<file path="config.mk">
export PLATFORM = sky130hd
export DESIGN_NAME = new_usb_listfetch
export DESIGN_NICKNAME = d
export VERILOG_FILES = /design/src/rtl/new_usb_listfetch.sv
export SDC_FILE = /design/constraint.sdc
export NUM_CORES = 1
export LEC_CHECK = 0
export ABC_CLOCK_PERIOD_IN_PS = 2750
export BUFFER_PORTS_ARGS = -buffer_cell sky130_fd_sc_hd__buf_2
export CORE_ASPECT_RATIO = 0.5
export CORE_MARGIN = 1.5
export CORE_UTILIZATION = 52
export DETAILED_ROUTE_END_ITERATION = 7
export HOLD_SLACK_MARGIN = 0.05
export PLACE_DENSITY = 0.89
export RECOVER_POWER = 100
export SLEW_MARGIN = 20
export SYNTH_ARGS = -nofsm -noshare
export SYNTH_HDL_FRONTEND = slang
export SYNTH_SLANG_ARGS = --single-unit
</file>
<file path="constraint.sdc">
create_clock -name clk_i -period 2.75 [get_ports clk_i]
set_input_delay 0.275 -clock clk_i [delete_from_list [all_inputs] [get_ports clk_i]]
set_output_delay 0.275 -clock clk_i [all_outputs]
set_load 0.005 [all_outputs]
</file>
<file path="src/rtl/new_usb_listfetch.sv">
// OHCI list walker: picks the active list (periodic/control/bulk) and issues one tagged DMA read
// per descriptor, following next-addresses returned by the descriptor unpacker.
module new_usb_listfetch #(
  parameter int unsigned MaxFlying = 1
) (
  input  logic        clk_i,
  input  logic        rst_ni,
  input  logic [2:0]  list_en_i,
  input  logic [27:0] periodic_head_i,
  input  logic [27:0] control_head_i,
  input  logic [27:0] bulk_head_i,
  input  logic        frame_start_i,
  input  logic        counter_is_threshold_i,
  input  logic        nextis_valid_i,
  input  logic        nextis_ed_i,
  input  logic [1:0]  nextis_type_i,
  input  logic [27:0] nextis_address_i,
  output logic        nextis_ready_o,
  output logic        dma_req_valid_o,
  input  logic        dma_req_ready_i,
  output logic [31:0] dma_req_addr_o,
  output logic [5:0]  dma_req_len_o,
  input  logic        dma_done_i,
  output logic        id_valid_o,
  output logic [2:0]  id_type_o,
  output logic        sent_head_o,
  output logic        context_switch_np2p_o,
  output logic        context_switch_p2np_o
);

  typedef enum logic [1:0] {StIdle, StPeriodic, StNonperiodic} state_e;

  localparam logic [1:0] ChControl   = 2'b00;
  localparam logic [1:0] ChBulk      = 2'b01;
  localparam logic [1:0] ChInterrupt = 2'b10;
  localparam logic [1:0] ChIso       = 2'b11;
  localparam logic [1:0] MaxFly      = 2'(MaxFlying);

  state_e      r_state, w_state_d;
  logic        r_req_valid, w_req_valid_d;
  logic [27:0] r_req_addr, w_req_addr_d;
  logic        r_req_ed, w_req_ed_d;
  logic [1:0]  r_req_type, w_req_type_d;
  logic        r_req_head, w_req_head_d;
  logic [1:0]  r_flying, w_flying_d;
  logic        r_need_head, w_need_head_d;
  logic        r_need_res, w_need_res_d;
  logic        r_fs_pend, w_fs_pend_d;
  logic        r_res_valid, w_res_valid_d;
  logic [27:0] r_res_addr, w_res_addr_d;
  logic        r_res_ed, w_res_ed_d;
  logic [1:0]  r_res_type, w_res_type_d;
  logic        r_np2p, w_np2p_d;
  logic        r_p2np, w_p2np_d;

  logic        w_hs, w_nx, w_nx_ready, w_below_max, w_can_load, w_nx_zero;
  logic        w_ctrl_ok, w_bulk_ok, w_per_ok, w_pick_ctrl;
  logic        w_ld, w_ld_ed, w_ld_head;
  logic [27:0] w_ld_addr;
  logic [1:0]  w_ld_type;

  assign w_hs        = r_req_valid && dma_req_ready_i;
  assign w_below_max = r_flying < MaxFly;
  assign w_can_load  = !r_req_valid && w_below_max;
  assign w_nx_ready  = (r_state != StIdle) && !r_req_valid && w_below_max && !frame_start_i &&
                       !r_fs_pend && !r_need_head && !r_need_res;
  assign w_nx        = nextis_valid_i && w_nx_ready;
  assign w_nx_zero   = nextis_address_i == '0;

  assign w_ctrl_ok   = list_en_i[0] && (control_head_i != '0);
  assign w_bulk_ok   = list_en_i[1] && (bulk_head_i != '0);
  assign w_per_ok    = list_en_i[2] && (periodic_head_i != '0);
  // Threshold only diverts to bulk when bulk is actually servable.
  assign w_pick_ctrl = (w_ctrl_ok && !counter_is_threshold_i) || (w_ctrl_ok && !w_bulk_ok);

  always_comb begin
    w_state_d     = r_state;
    w_req_valid_d = r_req_valid;
    w_req_addr_d  = r_req_addr;
    w_req_ed_d    = r_req_ed;
    w_req_type_d  = r_req_type;
    w_req_head_d  = r_req_head;
    w_need_head_d = r_need_head;
    w_need_res_d  = r_need_res;
    w_fs_pend_d   = r_fs_pend;
    w_res_valid_d = r_res_valid;
    w_res_addr_d  = r_res_addr;
    w_res_ed_d    = r_res_ed;
    w_res_type_d  = r_res_type;
    w_np2p_d      = 1'b0;
    w_p2np_d      = 1'b0;
    w_ld          = 1'b0;
    w_ld_addr     = '0;
    w_ld_ed       = 1'b0;
    w_ld_type     = ChControl;
    w_ld_head     = 1'b0;

    if (w_hs) begin
      w_req_valid_d = 1'b0;
      // The last nonperiodic request issued is where a periodic interruption resumes.
      if (r_state == StNonperiodic) begin
        w_res_valid_d = 1'b1;
        w_res_addr_d  = r_req_addr;
        w_res_ed_d    = r_req_ed;
        w_res_type_d  = r_req_type;
      end
    end
    if (frame_start_i && r_req_valid && (r_state == StNonperiodic)) w_fs_pend_d = 1'b1;

    unique case (r_state)
      StIdle: begin
        if (frame_start_i) begin
          w_need_head_d = 1'b1;
          w_need_res_d  = 1'b0;
          w_state_d     = w_per_ok ? StPeriodic : StNonperiodic;
        end
      end
      StPeriodic: begin
        if (w_nx) begin
          if (w_nx_zero) begin
            if (nextis_ed_i) begin
              w_p2np_d      = 1'b1;
              w_state_d     = StNonperiodic;
              w_need_res_d  = r_res_valid;
              w_need_head_d = !r_res_valid;
            end
          end else begin
            w_ld      = 1'b1;
            w_ld_addr = nextis_address_i;
            w_ld_ed   = nextis_ed_i;
            w_ld_type = nextis_type_i;
          end
        end else if (r_need_head && w_can_load) begin
          w_need_head_d = 1'b0;
          w_ld          = 1'b1;
          w_ld_addr     = periodic_head_i;
          w_ld_ed       = 1'b1;
          w_ld_type     = ChInterrupt;
          w_ld_head     = 1'b1;
        end
      end
      StNonperiodic: begin
        if ((frame_start_i || r_fs_pend) && !r_req_valid) begin
          w_fs_pend_d = 1'b0;
          if (w_per_ok) begin
            w_np2p_d      = 1'b1;
            w_state_d     = StPeriodic;
            w_need_head_d = 1'b1;
            w_need_res_d  = 1'b0;
          end
        end else if (w_nx) begin
          if (w_nx_zero) begin
            if (nextis_ed_i) begin
              w_need_head_d = 1'b1;
              w_res_valid_d = 1'b0;
            end
          end else begin
            w_ld      = 1'b1;
            w_ld_addr = nextis_address_i;
            w_ld_ed   = nextis_ed_i;
            w_ld_type = nextis_type_i;
          end
        end else if (w_can_load) begin
          if (r_need_res) begin
            w_need_res_d = 1'b0;
            w_ld         = 1'b1;
            w_ld_addr    = r_res_addr;
            w_ld_ed      = r_res_ed;
            w_ld_type    = r_res_type;
          end else if (r_need_head) begin
            w_need_head_d = 1'b0;
            if (w_ctrl_ok || w_bulk_ok) begin
              w_ld      = 1'b1;
              w_ld_addr = w_pick_ctrl ? control_head_i : bulk_head_i;
              w_ld_ed   = 1'b1;
              w_ld_type = w_pick_ctrl ? ChControl : ChBulk;
              w_ld_head = 1'b1;
            end else begin
              w_state_d     = StIdle;
              w_res_valid_d = 1'b0;
            end
          end
        end
      end
      default: w_state_d = StIdle;
    endcase

    if (w_ld) begin
      w_req_valid_d = 1'b1;
      w_req_addr_d  = w_ld_addr;
      w_req_ed_d    = w_ld_ed;
      w_req_type_d  = w_ld_type;
      w_req_head_d  = w_ld_head;
    end
  end

  always_comb begin
    unique case ({w_hs, dma_done_i})
      2'b10:   w_flying_d = r_flying + 2'd1;
      2'b01:   w_flying_d = r_flying - 2'd1;
      default: w_flying_d = r_flying;
    endcase
  end

  always_ff @(posedge clk_i or negedge rst_ni) begin
    if (!rst_ni) begin
      r_state     <= StIdle;
      r_req_valid <= 1'b0;
      r_req_addr  <= '0;
      r_req_ed    <= 1'b0;
      r_req_type  <= ChControl;
      r_req_head  <= 1'b0;
      r_flying    <= '0;
      r_need_head <= 1'b0;
      r_need_res  <= 1'b0;
      r_fs_pend   <= 1'b0;
      r_res_valid <= 1'b0;
      r_res_addr  <= '0;
      r_res_ed    <= 1'b0;
      r_res_type  <= ChControl;
      r_np2p      <= 1'b0;
      r_p2np      <= 1'b0;
    end else begin
      r_state     <= w_state_d;
      r_req_valid <= w_req_valid_d;
      r_req_addr  <= w_req_addr_d;
      r_req_ed    <= w_req_ed_d;
      r_req_type  <= w_req_type_d;
      r_req_head  <= w_req_head_d;
      r_flying    <= w_flying_d;
      r_need_head <= w_need_head_d;
      r_need_res  <= w_need_res_d;
      r_fs_pend   <= w_fs_pend_d;
      r_res_valid <= w_res_valid_d;
      r_res_addr  <= w_res_addr_d;
      r_res_ed    <= w_res_ed_d;
      r_res_type  <= w_res_type_d;
      r_np2p      <= w_np2p_d;
      r_p2np      <= w_p2np_d;
    end
  end

  assign nextis_ready_o        = w_nx_ready;
  assign dma_req_valid_o       = r_req_valid;
  assign dma_req_addr_o        = {r_req_addr, 4'b0000};
  assign dma_req_len_o         = !r_req_valid ? 6'd0 :
                                 (!r_req_ed && (r_req_type == ChIso)) ? 6'd32 : 6'd16;
  assign id_valid_o            = w_hs;
  assign id_type_o             = w_hs ? {r_req_ed, r_req_type} : 3'b000;
  assign sent_head_o           = w_hs && r_req_head;
  assign context_switch_np2p_o = r_np2p;
  assign context_switch_p2np_o = r_p2np;

  assert property (@(posedge clk_i) disable iff (!rst_ni)
                   !(dma_done_i && !w_hs && (r_flying == 2'd0)));
  assert property (@(posedge clk_i) disable iff (!rst_ni)
                   !(w_hs && !dma_done_i && (r_flying == 2'd3)));

endmodule

</file>
# Word-level counts from Yosys, hierarchy flattened
# Index checks and enable logic that the tools add are counted.
[word_totals] input_bits=125 ff_bits=74 out_inout_bits=47 word_cells=193
[op_classes] eq_ne=22 n_reduce_logical=45 addsub=2 order_cmp=1 n_mux=107
[ops] operator="28-bit two-way mux" count=10
[ops] operator="28-bit nonzero test" count=3
[ops] operator="1-bit two-way mux" count=66
[ops] operator="28-bit one-hot mux with 2 select lines" count=1
[ops] operator="2-bit two-way mux" count=19
[ops] operator="28-bit zero test" count=1
[ops] operator="1-bit logical AND" count=20
[ops] operator="10-bit AND reduction" count=2
[ops] operator="4-bit by 3-bit != test with 1-bit output (second input constant)" count=4
[ops] operator="3-bit != test (second input constant)" count=5
[ops] operator="6-bit two-way mux" count=2
[ops] operator="3-bit by 2-bit != test with 1-bit output (second input constant)" count=4
[ops] operator="1-bit zero test" count=9
[ops] operator="2-bit != test (second input constant)" count=4
[ops] operator="2-bit one-hot mux with 2 select lines" count=2
[ops] operator="8-bit AND reduction" count=1
[ops] operator="2-bit equality test (second input constant)" count=3
[ops] operator="1-bit one-hot mux with 2 select lines" count=3
[ops] operator="1-bit one-hot mux with 3 select lines" count=2
[ops] operator="2-bit one-hot mux with 3 select lines" count=1
[ops] operator="2-bit nonzero test" count=3
[ops] operator="2-bit by 1-bit equality test with 1-bit output (second input constant)" count=2
[ops] operator="1-bit logical OR" count=3
[ops] operator="3-bit two-way mux" count=1
[ops] operator="other kinds (6)" count=6

# Depth between registers and ports, before layout
[logic_depth] ltp_word=13 depth_mapped=10

# Least setup slack after synthesis
# No wires, ideal clock.
[synth_timing] path_kind="register to register" startpoint="reg r_state[0]" endpoint="reg r_req_ed" path_slack_ps=471 setup_ps=125 arrival_ps=2154 required_time_ps=2625 period_less_slack_ps=2279 n_path_buf=2 stages_incl_launch_ff=10 path_cell_list="dfrtp_1 inv_1 ha_1 clkbuf_1 o21a_1 a221o_1 o221a_4 and2_4 buf_6 mux2_4"
[synth_between] elab_chain_len=11 word_cells_on_any_way=18 classes_between="eq/ne: 2; mux: 8; reduce/logical: 8"
[synth_rtl] item="start, declared" line_no="39" text="state_e r_state, w_state_d;"
[synth_rtl] item="start signal, assigned" line_no="207" text="r_state <= StIdle;"
[synth_rtl] item="start signal, assigned" line_no="224" text="r_state <= w_state_d;"
[synth_rtl] item="2-bit nonzero test" line_no="65" text="assign w_nx_ready = (r_state != StIdle) && !r_req_valid && w_below_max && !frame_start_i &&"
[synth_rtl] item="1-bit logical AND (4 in a row)" line_no="65"
[synth_rtl] item="1-bit logical AND (2 in a row)" line_no="66" text="!r_fs_pend && !r_need_head && !r_need_res;"
[synth_rtl] item="1-bit logical AND" line_no="67" text="assign w_nx = nextis_valid_i && w_nx_ready;"
[synth_rtl] item="1-bit two-way mux" line_no="151" text="end else if (w_nx) begin"
[synth_rtl] item="1-bit two-way mux" line_no="143" text="if ((frame_start_i || r_fs_pend) && !r_req_valid) begin"
[synth_rtl] item="1-bit one-hot mux with 2 select lines" line_no="110" text="unique case (r_state)"
[synth_rtl] item="end signal, assigned" line_no="227" text="r_req_ed <= w_req_ed_d;"
[synth_rtl] item="end, declared" line_no="42" text="logic r_req_ed, w_req_ed_d;"
# Parallel ways exist; a longest one is shown, timed or not.
# A chain may end at the register's enable or synchronous reset.

# Worst setup path in the final report
[layout_timing] startpoint="reg r_state[0]" endpoint="reg r_state[1]"
[layout_between] elab_chain_len=10 word_cells_on_any_way=23 classes_between="eq/ne: 12; mux: 1; reduce/logical: 10"
[layout_rtl] item="2-bit nonzero test" line_no="65"
[layout_rtl] item="1-bit logical AND (4 in a row)" line_no="65"
[layout_rtl] item="1-bit logical AND (2 in a row)" line_no="66"
[layout_rtl] item="1-bit logical AND" line_no="67"
[layout_rtl] item="3-bit by 2-bit != test with 1-bit output (no source line) or 2-bit != test (tied branches)"
[layout_rtl] item="10-bit AND reduction (no source line)"
# Parallel ways exist; a longest one is shown, timed or not.

==> impl_summary.log <==
INFO  metric outcome = finished, final reports clean
INFO  metric final_design_area_no_fill = 6570 um2
INFO  metric ctsHtreeMaxLevel = 3
INFO  metric r2r-end = r_state[1]
INFO  metric crit_required = 2.98 ns
INFO  metric final.setup.worst_slack = 0.134 ns
INFO  metric synth_top_area_cell = dfrtp_1
INFO  metric yosys_most_used_dff = dfrtp_1
INFO  metric power-per-cell-area = 799 nW/um2
INFO  metric min-delay-start = list_en_i[2]
INFO  metric leakage = 0.00284 uW
INFO  metric synthTopCellsByCount = dfrtp_1, a21oi_1, mux2_2
INFO  metric timing.critical_path.cells = inv_1 -> ha_1 -> and2b_1 -> o21ai_0 -> o221ai_1 -> nor4_1 -> mux2_1
INFO  metric maxClockFrequency = 382 MHz
INFO  metric setup_viol = 0
INFO  metric areaGrowthSynthToFinish = 22.7%
INFO  metric share_comb_of_total_power = 42.3%
INFO  metric layout-drive-gt1-share = 36.4%
INFO  metric insertedDiodeCount = 0
INFO  metric hold_class = primary input to flop
INFO  metric dieWidth = 146 um
INFO  metric final_util = 67.5%
INFO  metric yosysWarnings = 0
INFO  metric syn-instance-count = 527
INFO  metric clock_root_cell = clkbuf_16
INFO  metric std_cell_rows = 25
INFO  metric track_usage = 33.4%
INFO  metric r2r_setup_slack = 0.13 ns
INFO  metric hold-path-endpoint = context_switch_np2p_o
INFO  metric r2r.worst_path.cells = 7
INFO  metric cts.sink_count = 74
INFO  metric synth.ff_latch_count = 74
INFO  metric finish.net_count = 817
INFO  metric grt_pass1_vias = 5233
INFO  metric slew-limit-headroom = 39.2%
INFO  metric final_min_period_over_clock_period = 95.1%
INFO  metric rsz0062_at_grt = false
INFO  metric cp-end-kind = flop
INFO  metric overflow = 0
INFO  metric synth_area = 5350 um2
INFO  metric max_cap_viol_count = 0
INFO  metric initialDrtViolationCount = 784
INFO  metric via_per_inst = 6.67
INFO  metric finalWeightedCongestion = 0.999
INFO  metric clock_skew = 0.00781 ns
INFO  metric pwr-share-seq = 33.9%
INFO  metric grt_start_max_net_pins = 65
INFO  metric port_buffers = 163
INFO  metric fillers = 771
INFO  metric layout_min_cycle_time = 2.62 ns
INFO  metric timing.rr.start = r_state[0]
INFO  metric die-area = 10900 um2
INFO  metric crit_fanout = 10
INFO  metric tightestPinTransition = 0.911 ns
INFO  metric ir_worst_vdd = 0.000377 V
INFO  metric die-height = 74.7 um
INFO  metric path_clk_slew = 0.07 ns
INFO  metric totalWireLength = 18000 um
INFO  metric max-clock-path-buffers = 2
INFO  metric crit_path_start_kind = flop
INFO  metric initial_core_util = 55.0%
INFO  metric tns = 0 ns
INFO  metric finalHoldViolations = 0
INFO  metric placed_cell_area = 6310 um2
INFO  metric firstDrtPassIters = 5
INFO  metric detail_route.drc_violations = 0
INFO  metric inserted_clock_buffers = 9
INFO  metric pwr-share-clk = 23.8%
INFO  metric timing.hold.worst_path_depth = 3
INFO  metric post_drt_wl_per_cell = 21.8 um
INFO  metric switching_share_of_power = 39.8%
INFO  metric synth_enable_flop_cells = 0
INFO  metric cpPeakStageDelay = 0.53 ns
INFO  metric post-synth-top-area-fraction = 34.6%
INFO  metric pre_cts_setup_slack = 0.230 ns
INFO  metric internal_power = 3160 uW
INFO  metric critPathKind = flop to flop
INFO  metric grt_first_pass_wirelength = 27900 um
INFO  metric antenna_violating_nets_post_route = 0
INFO  metric antenna_found_initial = 0
INFO  metric cts_tree = yes
INFO  metric post_synth.cell_area_avg = 10.2 um2
INFO  metric drv_slew = 0
INFO  metric placeableCoreArea = 9730 um2
INFO  metric ys_async_sr_fraction = 100%
INFO  metric clock_insertion_delay_worst_skew = 0.34 ns
INFO  metric synth_top_cells_by_area = dfrtp_1, a31oi_4, mux2_2, a21oi_1, a21boi_0
INFO  metric synth_most_common_cell = dfrtp_1
INFO  metric slowest_stage = nor4_1
INFO  metric dp_hpwl = 12900 um
INFO  metric worst-endpoint-arrival = 2.85 ns
INFO  metric synth_cell_types = 55
INFO  metric synth_sequential_area_ratio = 34.6%
INFO  metric vias = 5502
INFO  metric cts.repair.resized = 0
INFO  metric io_pins = 172
INFO  metric p_sw = 2090 uW
==> cell usage in the layout (no fill, tap or decap), drive strengths merged, types with 16 or more instances in the layout <==
cell type / count
buf: 165
dfrtp: 74
a21oi: 49
clkbuf: 37
mux2: 36
nand2: 31
nor4: 31
a31oi: 29
a21boi: 28
nand3: 24
o211ai: 24
a32o: 19
a22oi: 19
and3: 17
o21ai: 16
==> critical path, delay by kind of cell, from the launching register on <==
family,cells,cell delay (ns)
fa+ha+maj,1,0.33
mux,1,0.37
simple gates,2,0.75
flops,1,0.42
compound gates,2,0.53
buf+inv,1,0.11
==> per-stage QoR <==
stage	hold slack (ns)	total power, uW	instances
after floorplan	-0.0206	3220	534
after global placement	0.173	3890	808
after detailed placement	0.183	3980	808
after CTS	0.174	5260	825
after global routing	0.197	5500	825
final	0.190	5250	825
==> power by group through the flow <==
stage | combinational, uW | clock [uW] | sequential, uW
finish | 2220 | 1250 | 1780
global route | 2390 | 1300 | 1810
CTS | 2250 | 1260 | 1760
detailed placement | 2210 | 0 | 1770
global placement | 2140 | 0 | 1750
floorplan | 1530 | 0 | 1690
==> registers in the layout, indices dropped and copies added (netlist names), 2 cells and up <==
signal	cells
r_flying	2
r_res_addr	28
r_state	2
r_res_type	2
r_req_addr	28
r_req_type	2
==> logic make-up (layout without fill, tap and decap cells) <==
logic type | after synthesis | after routing | share of synthesized area [%]
AO/OA/AOI/OAI | 211 | 211 | 35.3
AND/OR/NAND/NOR | 131 | 131 | 13.7
flip-flops | 74 | 74 | 34.6
buffers and inverters | 64 | 220 | 6.38
multiplexers | 37 | 37 | 7.90
adder cells (fa/ha/maj) | 7 | 7 | 1.64
XOR/XNOR | 2 | 2 | 0.327
other | 1 | 8 | 0.0701
==> final cells by class <==
class | count | area, um2 | area share, %
Clock buffer | 10 | 239 | 3.64
Clock inverter | 6 | 72.6 | 1.10
Inverter | 11 | 41.3 | 0.629
Multi-Input combinational cell | 396 | 3170 | 48.3
Sequential cell | 74 | 1850 | 28.2
Tap cell | 135 | 169 | 2.57
Timing Repair Buffer | 193 | 1020 | 15.5
==> how the worst max path moves through the flow <==
stage                      from              to  slack, ns
floorplan            r_state[0]        r_req_ed       0.47
global placement    r_flying[0]  r_req_addr[13]       0.31
detailed placement   r_state[0]  r_req_addr[22]       0.23
CTS                  r_state[0]  r_req_addr[22]       0.21
global route        r_flying[0]  r_req_addr[22]      0.005
finish               r_state[0]      r_state[1]       0.13
==> layer usage <==
layer  wire (um)  GRT usage [%]  share of wire [%]  vias to the layer above
met5           0              0                  0                        -
met4         671           16.0                3.7                        0
met3        1680           7.58                9.3                       82
met2        8420           54.8                 47                      366
met1        7250           43.0                 40                     2687
li1            -              -                  -                     2367
==> repair_timing <==
| action | 4_1_cts | 5_1_grt |
|---|---|---|
| setup endpoints to repair | 0 | 0 |
| buffers inserted | 0 | 0 |
| hold buffers | 1 | 0 |
| hold endpoints to repair | 10 | 0 |
No activity file was read; power rests on OpenSTA's default activity.
